--- src/rtl/hc_queue_arbiter_pkg.sv ---
// ---------------------------------------------------------------------------
// hc_arb_pkg
//   Shared definitions for the hybrid-cache queue arbiter:
//   - drain-controller state encoding (RUN / DRAIN / DRAINED, 2 bits)
//   - FIFO warning offset (warning asserts at level >= depth + 1 - offset)
//   - helper deriving the requester id width from the requester count
// ---------------------------------------------------------------------------
package hc_arb_pkg;

  // Drain-controller state encoding, kept as plain constants so the state
  // register stays a bare logic vector that older tooling can probe.
  localparam logic [1:0] RUN     = 2'd0;
  localparam logic [1:0] DRAIN   = 2'd1;
  localparam logic [1:0] DRAINED = 2'd2;

  // One staged entry can still land after the grant that raised the level,
  // so the warning sits a few entries below full.
  localparam int FIFO_WARN_OFFSET = 3;

  // Requester id width; at least one bit even for the smallest arbiter.
  function automatic int id_bits(input int nreq);
    return (nreq <= 2) ? 1 : $clog2(nreq);
  endfunction

endpackage

--- src/rtl/hc_queue_arbiter_myqueue.sv ---
// ---------------------------------------------------------------------------
// myqueue
//   Pointer-based synchronous FIFO with 2**CNTBITS slots, one of which is
//   kept free to tell full from empty (usable depth 2**CNTBITS-1). The head
//   entry is presented combinationally on pop_data.
//
//   clk, reset_n  clock, asynchronous active-low reset (pointers only)
//   push          write push_data this cycle (ignored when full)
//   push_data     entry to write
//   pop           retire the head entry this cycle (ignored when empty)
//   pop_data      current head entry
//   not_empty     at least one entry stored
//   warning       level >= 2**CNTBITS - WARN_OFFSET
// ---------------------------------------------------------------------------
module myqueue #(
  parameter int DATABITS    = 34,
  parameter int CNTBITS     = 4,
  parameter int WARN_OFFSET = 3
) (
  input  logic                clk,
  input  logic                reset_n,
  input  logic                push,
  input  logic [DATABITS-1:0] push_data,
  input  logic                pop,
  output logic [DATABITS-1:0] pop_data,
  output logic                not_empty,
  output logic                warning
);

  localparam int DEPTH = 2 ** CNTBITS;

  logic [DATABITS-1:0] mem [DEPTH];
  logic [CNTBITS-1:0]  wr_ptr_q, wr_ptr_d;
  logic [CNTBITS-1:0]  rd_ptr_q, rd_ptr_d;
  logic [CNTBITS-1:0]  level;
  logic                full;
  logic                do_push;
  logic                do_pop;

  always_comb begin
    // Pointer difference wraps naturally in CNTBITS bits.
    level     = wr_ptr_q - rd_ptr_q;
    full      = (level == CNTBITS'(DEPTH - 1));
    not_empty = (level != '0);
    warning   = (level >= CNTBITS'(DEPTH - WARN_OFFSET));
    do_push   = push & ~full;
    do_pop    = pop & not_empty;
    wr_ptr_d  = do_push ? wr_ptr_q + 1'b1 : wr_ptr_q;
    rd_ptr_d  = do_pop  ? rd_ptr_q + 1'b1 : rd_ptr_q;
    pop_data  = mem[rd_ptr_q];
  end

  always_ff @(posedge clk or negedge reset_n) begin
    if (!reset_n) begin
      wr_ptr_q <= '0;
      rd_ptr_q <= '0;
    end else begin
      wr_ptr_q <= wr_ptr_d;
      rd_ptr_q <= rd_ptr_d;
    end
  end

  // NOTE: storage is deliberately left out of reset; clearing the pointers
  // already makes every slot invisible, and a reset on the array would turn
  // cheap RAM into a wide bank of resettable flops.
  always_ff @(posedge clk) begin
    if (do_push) begin
      mem[wr_ptr_q] <= push_data;
    end
  end

endmodule

--- src/rtl/hc_queue_arbiter.sv ---
// ---------------------------------------------------------------------------
// hc_queue_arbiter
//   Round-robin arbiter sharing one command FIFO among NREQ requesters.
//   A winner is picked each cycle among requesters whose request is high and
//   whose ack is not already high; the winner is acked and its {id,data}
//   is captured into a stage register, which pushes into the FIFO on the
//   following edge. Grants pause while the FIFO warning is up. The FIFO
//   drains to one downstream valid/ready port. A drain controller stops
//   accepting on drain_req and reports drain_done once the block is empty.
//
//   clk, reset_n  clock, asynchronous active-low reset
//   req           per-requester request level, held until its ack
//   req_data      packed payloads, slice i belongs to requester i
//   ack           registered one-cycle accept pulse (at most one bit set)
//   out_valid     FIFO holds at least one entry
//   out_data      payload at FIFO head
//   out_id        requester id at FIFO head
//   out_ready     downstream takes the head this cycle
//   drain_req     level request to stop accepting and empty the block
//   drain_done    registered; block empty and accepting nothing
//   busy          stage entry in flight or FIFO not empty
// ---------------------------------------------------------------------------
module hc_queue_arbiter
  import hc_arb_pkg::*;
#(
  parameter int NREQ         = 4,
  parameter int IDBITS       = id_bits(NREQ),
  parameter int DATABITS     = 32,
  parameter int QUEUECNTBITS = 4
) (
  input  logic                     clk,
  input  logic                     reset_n,
  input  logic [NREQ-1:0]          req,
  input  logic [NREQ*DATABITS-1:0] req_data,
  output logic [NREQ-1:0]          ack,
  output logic                     out_valid,
  output logic [DATABITS-1:0]      out_data,
  output logic [IDBITS-1:0]        out_id,
  input  logic                     out_ready,
  input  logic                     drain_req,
  output logic                     drain_done,
  output logic                     busy
);

  localparam int             ENTRYBITS = DATABITS + IDBITS;
  localparam logic [IDBITS:0] NREQ_W   = (IDBITS + 1)'(NREQ);
  localparam logic [IDBITS-1:0] LAST_ID = IDBITS'(NREQ - 1);

  // First set bit of mask, searching ptr, ptr+1, ... modulo NREQ. The sum
  // carries one extra bit so the wrap is an explicit compare and works for
  // requester counts that are not a power of two.
  function automatic logic [IDBITS-1:0] rr_pick(input logic [NREQ-1:0]   mask,
                                                input logic [IDBITS-1:0] ptr);
    logic [IDBITS:0]   sum;
    logic [IDBITS-1:0] pick;
    logic              found;
    pick  = '0;
    found = 1'b0;
    for (int i = 0; i < NREQ; i++) begin
      sum = {1'b0, ptr} + (IDBITS + 1)'(i);
      if (sum >= NREQ_W) sum = sum - NREQ_W;
      if (!found && mask[sum[IDBITS-1:0]]) begin
        pick  = sum[IDBITS-1:0];
        found = 1'b1;
      end
    end
    return pick;
  endfunction

  logic [DATABITS-1:0] req_data_arr [NREQ];

  for (genvar g = 0; g < NREQ; g++) begin : g_unpack
    assign req_data_arr[g] = req_data[g*DATABITS +: DATABITS];
  end

  logic [NREQ-1:0]     ack_q, ack_d;
  logic                stage_valid_q, stage_valid_d;
  logic [DATABITS-1:0] stage_data_q, stage_data_d;
  logic [IDBITS-1:0]   stage_id_q, stage_id_d;
  logic [IDBITS-1:0]   rr_ptr_q, rr_ptr_d;
  logic [1:0]          state_q, state_d;
  logic                drain_done_q, drain_done_d;

  logic [NREQ-1:0]     elig;
  logic [IDBITS-1:0]   win;
  logic                grant;
  logic                fifo_push;
  logic                fifo_pop;
  logic [ENTRYBITS-1:0] fifo_in;
  logic [ENTRYBITS-1:0] fifo_out;
  logic                fifo_not_empty;
  logic                fifo_warning;

  // Accept path. A requester whose ack is high this cycle still shows its
  // request (it drops it only after seeing the ack), so it is masked out to
  // avoid accepting the same command twice.
  // NOTE: combinational blocks use blocking assignments with every output
  // defaulted first, so no path leaves a value held and no latch is inferred;
  // the flops below are the only place state is kept, written with <=.
  always_comb begin
    elig  = req & ~ack_q;
    win   = rr_pick(elig, rr_ptr_q);
    grant = (state_q == RUN) & ~drain_req & ~fifo_warning & (|elig);

    ack_d         = '0;
    stage_valid_d = 1'b0;
    stage_data_d  = stage_data_q;
    stage_id_d    = stage_id_q;
    rr_ptr_d      = rr_ptr_q;

    if (grant) begin
      ack_d[win]    = 1'b1;
      stage_valid_d = 1'b1;
      stage_data_d  = req_data_arr[win];
      stage_id_d    = win;
      rr_ptr_d      = (win == LAST_ID) ? '0 : win + 1'b1;
    end
  end

  // Drain controller. Leaving DRAIN early on a dropped request is safe: the
  // FIFO and stage keep their contents and simply continue draining in RUN.
  always_comb begin
    state_d = state_q;
    case (state_q)
      RUN: begin
        if (drain_req) state_d = DRAIN;
      end
      DRAIN: begin
        if (!drain_req)                            state_d = RUN;
        else if (!stage_valid_q && !fifo_not_empty) state_d = DRAINED;
      end
      DRAINED: begin
        if (!drain_req) state_d = RUN;
      end
      default: state_d = RUN;
    endcase
    drain_done_d = (state_d == DRAINED);
  end

  always_ff @(posedge clk or negedge reset_n) begin
    if (!reset_n) begin
      ack_q         <= '0;
      stage_valid_q <= 1'b0;
      stage_data_q  <= '0;
      stage_id_q    <= '0;
      rr_ptr_q      <= '0;
      state_q       <= RUN;
      drain_done_q  <= 1'b0;
    end else begin
      ack_q         <= ack_d;
      stage_valid_q <= stage_valid_d;
      stage_data_q  <= stage_data_d;
      stage_id_q    <= stage_id_d;
      rr_ptr_q      <= rr_ptr_d;
      state_q       <= state_d;
      drain_done_q  <= drain_done_d;
    end
  end

  // FIFO side: the stage register feeds the FIFO unconditionally; the
  // warning threshold guarantees room for the one entry still in flight.
  assign fifo_push = stage_valid_q;
  assign fifo_in   = {stage_id_q, stage_data_q};
  assign fifo_pop  = out_valid & out_ready;

  myqueue #(
    .DATABITS    (ENTRYBITS),
    .CNTBITS     (QUEUECNTBITS),
    .WARN_OFFSET (FIFO_WARN_OFFSET)
  ) u_queue (
    .clk       (clk),
    .reset_n   (reset_n),
    .push      (fifo_push),
    .push_data (fifo_in),
    .pop       (fifo_pop),
    .pop_data  (fifo_out),
    .not_empty (fifo_not_empty),
    .warning   (fifo_warning)
  );

  assign ack        = ack_q;
  assign out_valid  = fifo_not_empty;
  assign out_data   = fifo_out[DATABITS-1:0];
  assign out_id     = fifo_out[DATABITS +: IDBITS];
  assign drain_done = drain_done_q;
  assign busy       = stage_valid_q | fifo_not_empty;

endmodule

--- config.mk ---
export PLATFORM = sky130hd
export DESIGN_NAME = hc_queue_arbiter
export DESIGN_NICKNAME = d
export VERILOG_FILES = /design/src/rtl/hc_queue_arbiter_pkg.sv /design/src/rtl/hc_queue_arbiter_myqueue.sv /design/src/rtl/hc_queue_arbiter.sv
export SDC_FILE = /design/constraint.sdc
export NUM_CORES = 1
export LEC_CHECK = 0
export ABC_AREA = 1
export BUFFER_PORTS_ARGS = -buffer_cell sky130_fd_sc_hd__buf_2
export CAP_MARGIN = 5
export CORE_UTILIZATION = 50
export CTS_CLUSTER_DIAMETER = 100
export DETAILED_ROUTE_END_ITERATION = 10
export MAX_ROUTING_LAYER = met4
export PLACE_DENSITY_LB_ADDON = 0.08
export SLEW_MARGIN = 20
export SYNTH_ARGS = -nofsm -noshare
export SYNTH_HDL_FRONTEND = slang
export SYNTH_SLANG_ARGS = --single-unit
--- constraint.sdc ---
create_clock -name clk -period 5.8 [get_ports clk]
set_input_delay 1.16 -clock clk [delete_from_list [all_inputs] [get_ports clk]]
set_output_delay 1.16 -clock clk [all_outputs]
set_load 0.005 [all_outputs]
### Word level (Yosys, flattened, before mapping)

Memory sizes are Yosys's and may differ from the RTL's.
Cells that the tools add are included.

* output and inout port bits: 41
* logic and storage cells: 98
* flip-flop bits (word level): 52
* memories kept: 1
* RAM bits: 544
* input bits: 136

Memory list
* u_queue.mem: depth 16, width 34, read ports 1, clocked after Yosys merged registers in 0, wr ports 1, RTL line hc_queue_arbiter_myqueue.sv:32 `logic [DATABITS-1:0] mem [DEPTH];`

* mux-type cells: 34
* reductions and logical operators: 13
* $lt $le $gt $ge: 12
* equal/unequal tests: 5
* bitwise logic cells: 13
* add/subtract/negate cells: 11

Operators with widths (number)
* binary-select mux 32 bit (select 2 bit): 1
* two-way mux 32 bit: 2
* two-way mux 2 bit: 13
* less-than comparator 2 x 3 -> 1 bit (second input constant): 5
* greater-or-equal comparator 3 bit (second input constant): 4
* two-way mux 1 bit: 11
* adder 4 x 1 -> 4 bit (second input constant): 2
* binary-select mux 1 bit (select 2 bit): 4
* subtractor 2 x 1 -> 2 bit (second input constant): 4
* adder 2 x 2 -> 3 bit (second input constant): 2
* bitwise AND 1 bit: 6
* equality test 2 bit (second input constant): 3
* one-hot mux 2 bit (3 select lines): 1
* logical AND 1 bit: 5
* zero test 1 bit: 5
* bitwise AND 4 bit: 1
* equality test 4 bit (second input constant): 1
* greater-or-equal comparator 4 bit (second input constant): 1
* two-way mux 4 bit: 1
* NOT 4 bit: 1
* nonzero test 4 bit: 1
* OR reduction 4 bit: 1
* subtractor 4 bit: 1
* adder 2 x 1 -> 3 bit (second input constant): 1
* 9 further kinds: 11

### Logic depth before layout (Yosys ltp)

Gate-level depths: netlist of run 1.

* depth after elaboration: 19
* mapped depth: 17
* gate-level depth less buffers: 14

### By module

From an unflattened synthesis of run 1, not the netlist that was laid out.

* cells, all modules: 2276
* area, all modules: 25649.6 µm²

By module, submodules not included
* myqueue: area each 22096.2 µm², instances 1, cells each 1690
* hc_queue_arbiter: area each 3553.4 µm², instances 1, cells each 586

### Worst setup path before layout of run 1

No wires, ideal clock.

* path type: register -> register
* start point: register u_queue.rd_ptr_q[2]
* end point: memory u_queue.mem[0][0] (enable)
* slack: 1.947 ns
* period minus slack after synthesis: 3.853 ns
* arrival time: 3.428 ns
* cell stages (with the launch flop): 14
* setup time: 0.425 ns
* cells stage by stage: dfrtp_1 -> buf_2 -> inv_1 -> clkbuf_1 -> ha_1 -> a21oi_1 -> o21ai_0 -> xor2_1 -> nor2_1 -> nand2_1 -> nand2_1 -> inv_1 -> nand2_1 -> nor2_1

* cells in the longest elaborated chain, start to end: 6

Ends and longest elaborated chain
* start: declaration: RTL line hc_queue_arbiter_myqueue.sv:34 `logic [CNTBITS-1:0] rd_ptr_q, rd_ptr_d;`
* start signal: assignment: RTL line hc_queue_arbiter_myqueue.sv:59 `rd_ptr_q <= rd_ptr_d;`
* subtractor 4 bit: RTL line hc_queue_arbiter_myqueue.sv:42 `level = wr_ptr_q - rd_ptr_q;`
* equality test 4 bit: RTL line hc_queue_arbiter_myqueue.sv:43 `full = (level == CNTBITS'(DEPTH - 1));`
* NOT 1 bit: RTL line hc_queue_arbiter_myqueue.sv:46 `do_push = push & ~full;`
* bitwise AND 1 bit: RTL line hc_queue_arbiter_myqueue.sv:46
* two-way mux 1 bit: RTL line hc_queue_arbiter_myqueue.sv:67 `if (do_push) begin`
* two-way mux 1 bit (not written as such): RTL line hc_queue_arbiter_myqueue.sv:68 `mem[wr_ptr_q] <= push_data;`
* end: declaration: RTL line hc_queue_arbiter_myqueue.sv:32

Every way passes these cells.

### Worst setup path in the final report of run 1

* start point: register u_queue.rd_ptr_q[0]
* end point: output out_data[6]

* cells in the longest elaborated chain, start to end: 1

Ends and longest elaborated chain
* memory read (16 x 34 bit)
* end: declaration: RTL line hc_queue_arbiter.sv:37 `output logic [DATABITS-1:0] out_data,`

Every way passes these cells.

==> qor.yml, run 1 <==
vias: 17000
syn-num-nets: 2319
finish.net_count: 2460
cts_root_buffer: "clkbuf_16"
finClkSkew_ns: 0.0163
slew_headroom: 0.285
instances_no_fill: 3026
clk_pin_slew_worst_paths_ns: 0.06
grt_overflow: 0
cp-start-kind: "flop"
cts_setup_buffers: 0
ctsResizeCount: 0
final_util: 0.577
outcome: "finished clean"
p_comb_frac: 0.366
critPathBufInv: 3
die-area_um2: 50900
fin_ws_ns: 0.988
multi_input_area_um2: 6230
cp_cell_sequence: "inv_6 -> buf_4 -> o21ai_0 -> o221ai_1 -> nand4_1 -> nand2_1 -> buf_2"
syn_to_final_growth_pct: 13.6
drc: 0
endpoint: "out_data[6]"
ant_nets: 0
power_w: 0.0158
ys_warn_count: 0
cts_max_path_buffers: 3
initial_utilization: 0.508
synthCells: 2170
met1Wirelength_um: 28800
slew_viol_final: 0
worst_pin_slew_ns: 1.07
path_depth: 7
die_w_um: 226
first_global_vias: 16000
yosys.area.top_type: "edfxtp_1"
critical_path.top_delay_family: "buffers and inverters"
drv_cap: 0
post_drt_wl_per_cell_um: 21.7
clk_latency_ns: 0.61
core.rowCount: 81
wl_met3_um: 4500
cp_slowest_cell: "inv_6"
grt_max_degree: 141
wl_met2_um: 30700
power.internal_w: 0.00940
io_buffers: 176
cts_hold_repair.buffers: 0
grt_pass1_wl_um: 98000
switching_share: 0.404
dr.pass1.iters: 5
finalHoldViolCount: 0
drive_above_1_share: 0.144
cts_buffers: 58
fin_crit_sh: 0.830
rr_endpoint: "u_queue.mem[0][7]"
arrival_ns: 3.65
cp-end-kind: "output pin"
synth_area_um2: 25000
die_y_um: 226
fin_crit_ns: 4.81
dpl.cell_count: 2915
vdd_drop_max_uv: 365
yosysSeqAreaShare: 0.706
cts_tree: "yes"
grt_usage: 0.269
clkPwrFrac: 0.229
max_stage_delay_ns: 0.77
io_pins: 177
rsz0062_at_grt: "false"
highest_layer: "met4"
synth_top_area_share: 0.654
dr.first_iter.drc_count: 1512
pre_cts_ws_ns: 1.66
crit_type: "flop to output pin"
hp-class: "flop to flop"
synth-seq-cells: 596
p_seq_frac: 0.405
viasPerCell: 5.62
num-fill-cells: 4052
total_leakage_power_nw: 10.9
finalSetupTns_ns: 0
cp-startpoint: "u_queue.rd_ptr_q[0]"
coreArea_um2: 49200
max_freq_mhz: 208
p_per_area_nw_per_um2: 556
synthDistinctLibCells: 31
h-tree-depth: 2
setup_violations: 0
worst-path-max-fanout: 120
reg2regPathDepth: 11
cts.sinks: 596
power.switching_w: 0.00638
synth.area.top_cells: "edfxtp_1 65%, nand2_1 7.0%, dfrtp_1 5.2%"
regArea_um2: 17600
hpwl_um: 37500
rrSetupSlack_ns: 1.84
r2r_start: "u_queue.rd_ptr_q[0]"
syn_area_per_cell_um2: 11.5
antenna_found_initial: 4
place.gp.congestion: 0.822
drt_wl_total_um: 65800
required_ns: 4.64
[synth_stat cells, drive strengths merged]
master and number:
o21ai 190, dfrtp 52, clkinv 2, fa 1, clkbuf 90, or2 1
a221oi 41, a21oi 86, nand3 200, nand4 27, ha 12, nand2 468
o221ai 26, a41oi 1, xor2 8, inv 158, nor2 168, and3 2
edfxtp 544, xnor2 1, buf 49, o22ai 43
[cell type report]
cell class,instances,share of cell area
antenna,2,0.000176
multi-input combinational,1275,0.220
clock inverter,28,0.00661
tap,664,0.0293
timing repair buffer,220,0.0436
inverter,160,0.0215
clock buffer,81,0.0574
sequential,596,0.622
[sequential cells by signal, summed over array words and instances, names as in the netlist]
| signal | cells |
|---|---|
| stage_id_q | 2 |
| stage_data_q | 32 |
| u_queue.rd_ptr_q | 4 |
| state_q | 2 |
| rr_ptr_q | 2 |
| ack | 4 |
| fifo_push | 1 |
| drain_done | 1 |
| u_queue.wr_ptr_q | 4 |
| u_queue.mem | 544 |
[stage by stage]
| stage | hold WS [ns] | cell area (um2) |
|---|---|---|
| final | 0.595 | 28400 |
| after CTS | 0.604 | 28400 |
| after floorplan | 0.523 | 25000 |
| after global routing | 0.639 | 28400 |
| after global placement | 0.564 | 26600 |
| after detailed placement | 0.593 | 26600 |
[routing by layer]
layer	vias up	global-route usage
met4	0	0.0845
met2	658	0.418
met5	-	-
met3	113	0.0374
li1	7980	-
met1	8254	0.368
[worst reg2reg max path: cells and delay by family, from the launching register on]
family	cells	cell delay (ns)
adder cells (fa/ha/maj)	2	0.76
buffers and inverters	3	0.63
AND/OR/NAND/NOR	5	1.34
XOR/XNOR	1	0.15
flip-flops	1	0.76
[power by group through the flow]
stage	logic (W)	clock network, W	registers (W)
CTS	0.00584	0.00365	0.00637
global route	0.00649	0.00380	0.00646
detailed placement	0.00582	0	0.00646
finish	0.00578	0.00361	0.00639
global placement	0.00574	0	0.00643
floorplan	0.00410	0	0.00605
[kinds of logic (layout without fill, tap and decap cells)]
family | Yosys count | count (layout) | synth area share
and+or+nand+nor | 866 | 866 | 0.144
DFF | 596 | 596 | 0.706
AOI/OAI and AO/OA | 387 | 387 | 0.0899
buffers and inverters | 299 | 489 | 0.0498
adders and majority gates | 13 | 13 | 0.00681
xor gates and xnor gates | 9 | 9 | 0.00316
other | 0 | 2 | 0
[worst min-delay path by stage]
stage | from | end | depth (start not counted) | slack, ns
finish | state_q[1] | state_q[0] | 3 | 0.60
global route | u_queue.wr_ptr_q[2] | u_queue.wr_ptr_q[2] | 1 | 0.64
CTS | state_q[1] | state_q[0] | 3 | 0.60
detailed placement | state_q[1] | state_q[0] | 3 | 0.59
global placement | state_q[1] | state_q[0] | 3 | 0.56
floorplan | u_queue.wr_ptr_q[2] | u_queue.wr_ptr_q[2] | 1 | 0.52
[layout by cell type, fill, tap and decap left out, types with 16 or more instances in the layout]
cell / synthesis / layout
a21oi_1: 86 / 86
a221oi_1: 41 / 41
buf_2: 31 / 176
buf_4: 13 / 42
clkbuf_16: 0 / 59
dfrtp_1: 52 / 48
edfxtp_1: 544 / 544
inv_1: 155 / 152
nand2_1: 464 / 461
nand3_1: 197 / 197
nand4_1: 27 / 27
nor2_1: 167 / 150
nor2_4: 0 / 16
o21ai_0: 189 / 189
o221ai_1: 26 / 26
o22ai_1: 43 / 43
Note: power is estimated with default switching activity, not from simulation.
==> inputs of run 2 (changes only) <==
clock period = 4.81 ns   (was 5.8 ns; I/O delays follow)
==> qor.yml, run 2 (same netlist as run 1, synthesis figures left out) <==
outcome: "finished clean"
hp-class: "input port to asynchronous set/reset pin"
ctsResizeCount: 0
slew_viol_final: 0
cts_max_path_buffers: 3
layout_commonest_cell: "edfxtp_1"
fin_crit_sh: 0.840
regArea_um2: 17600
cts_root_buffer: "clkbuf_16"
io_pins: 177
power.switching_w: 0.00785
dr.first_iter.drc_count: 1607
vias: 17100
grt_max_degree: 188
rr_endpoint: "u_queue.mem[14][8]"
finalSetupTns_ns: 0
slew_headroom: 0.305
highest_layer: "met4"
switching_share: 0.403
wl_met2_um: 31000
cts_tree: "yes"
setup_violations: 0
r2r_start: "u_queue.rd_ptr_q[1]"
drc: 0
ant_nets: 0
syn_to_final_growth_pct: 14.8
die_w_um: 226
fin_crit_ns: 4.04
coreArea_um2: 49200
p_comb_frac: 0.366
required_ns: 3.85
cts_setup_buffers: 0
p_seq_frac: 0.396
grt_overflow: 0
grt_usage: 0.270
dr.pass1.iters: 5
power.internal_w: 0.0116
cp-end-kind: "output pin"
cts.sinks: 596
final_cell_mix: "544 x edfxtp_1, 461 x nand2_1, 197 x nand3_1, 189 x o21ai_0, 176 x buf_2"
drt_wl_total_um: 66000
cts_buffers: 58
drive_above_1_share: 0.149
h-tree-depth: 2
wl_met3_um: 4110
cts_hold_repair.buffers: 0
reg.largest.list: "u_queue.mem (544), stage_data_q (32)"
rsz0062_at_grt: "false"
die-area_um2: 50900
top_register: "u_queue.mem"
fin_ws_ns: 0.770
arrival_ns: 3.08
cp-start-kind: "flop"
rrSetupSlack_ns: 1.41
max_freq_mhz: 248
clkPwrFrac: 0.238
hpwl_um: 38300
worst_pin_slew_ns: 1.04
io_buffers: 176
die_y_um: 226
viasPerCell: 5.63
finClkSkew_ns: 0.0230
multi_input_area_um2: 6230
finish.net_count: 2469
first_global_vias: 16300
antenna_found_initial: 1
drv_cap: 0
vdd_drop_max_uv: 551
crit_type: "flop to output pin"
clk_pin_slew_worst_paths_ns: 0.06
reg2regPathDepth: 12
power_w: 0.0195
initial_utilization: 0.508
worst-path-max-fanout: 70
finalHoldViolCount: 0
core.rowCount: 81
p_per_area_nw_per_um2: 679
antenna_cells: 0
total_leakage_power_nw: 11.0
grt_pass1_wl_um: 98800
largest_register_ff_count: 544
pre_cts_ws_ns: 1.35
met1Wirelength_um: 29600
timing.hold.ws_ns: 0.490
clk_latency_ns: 0.61
place.gp.congestion: 0.863
final_util: 0.583
post_drt_wl_per_cell_um: 21.7
num-fill-cells: 4057
[run 2: how the worst max path moves through the flow]
stage                                   start                 to  slack, ns
final                     u_queue.rd_ptr_q[1]          out_id[0]       0.77
after global routing      u_queue.rd_ptr_q[1]          out_id[0]       0.60
after CTS                 u_queue.rd_ptr_q[1]          out_id[0]       0.69
after detailed placement  u_queue.rd_ptr_q[1]          out_id[0]       1.35
after global placement    u_queue.rd_ptr_q[1]          out_id[0]       1.42
after floorplan           u_queue.rd_ptr_q[2]  u_queue.mem[0][0]       0.96
[run 2: worst max-delay path, cell delays in order (launching register included)]
cell     delay [ns]
dfrtp_2        0.65
inv_2          0.13
buf_4          0.68
o21ai_0        0.22
o22ai_1        0.15
o21ai_0        0.08
o21ai_0        0.35
buf_2          0.19
[run 2: through the flow]
| step | area, um2 | instances |
|---|---|---|
| global placement | 26700 | 2924 |
| CTS | 28700 | 3033 |
| finish | 28700 | 3033 |
| floorplan | 25000 | 2170 |
| global route | 28700 | 3033 |
| detailed placement | 26700 | 2924 |
[run 2: layer usage]
layer,track usage,vias up
li1,-,7993
met2,0.426,655
met3,0.0346,77
met5,-,-
met4,0.0588,0
met1,0.377,8338
[run 2: layout make-up]
cell class,instances,share of cell area
sequential,596,0.615
multi-input combinational,1275,0.217
clock buffer,84,0.0602
timing repair buffer,229,0.0490
tap,664,0.0290
inverter,160,0.0213
clock inverter,25,0.00798
[run 2: power by group through the flow]
stage	combinational (W)	clock, W	sequential, W
after floorplan	0.00494	0	0.00730
after global placement	0.00707	0	0.00778
after detailed placement	0.00714	0	0.00781
after CTS	0.00717	0.00468	0.00770
after global routing	0.00798	0.00486	0.00780
final	0.00713	0.00463	0.00772
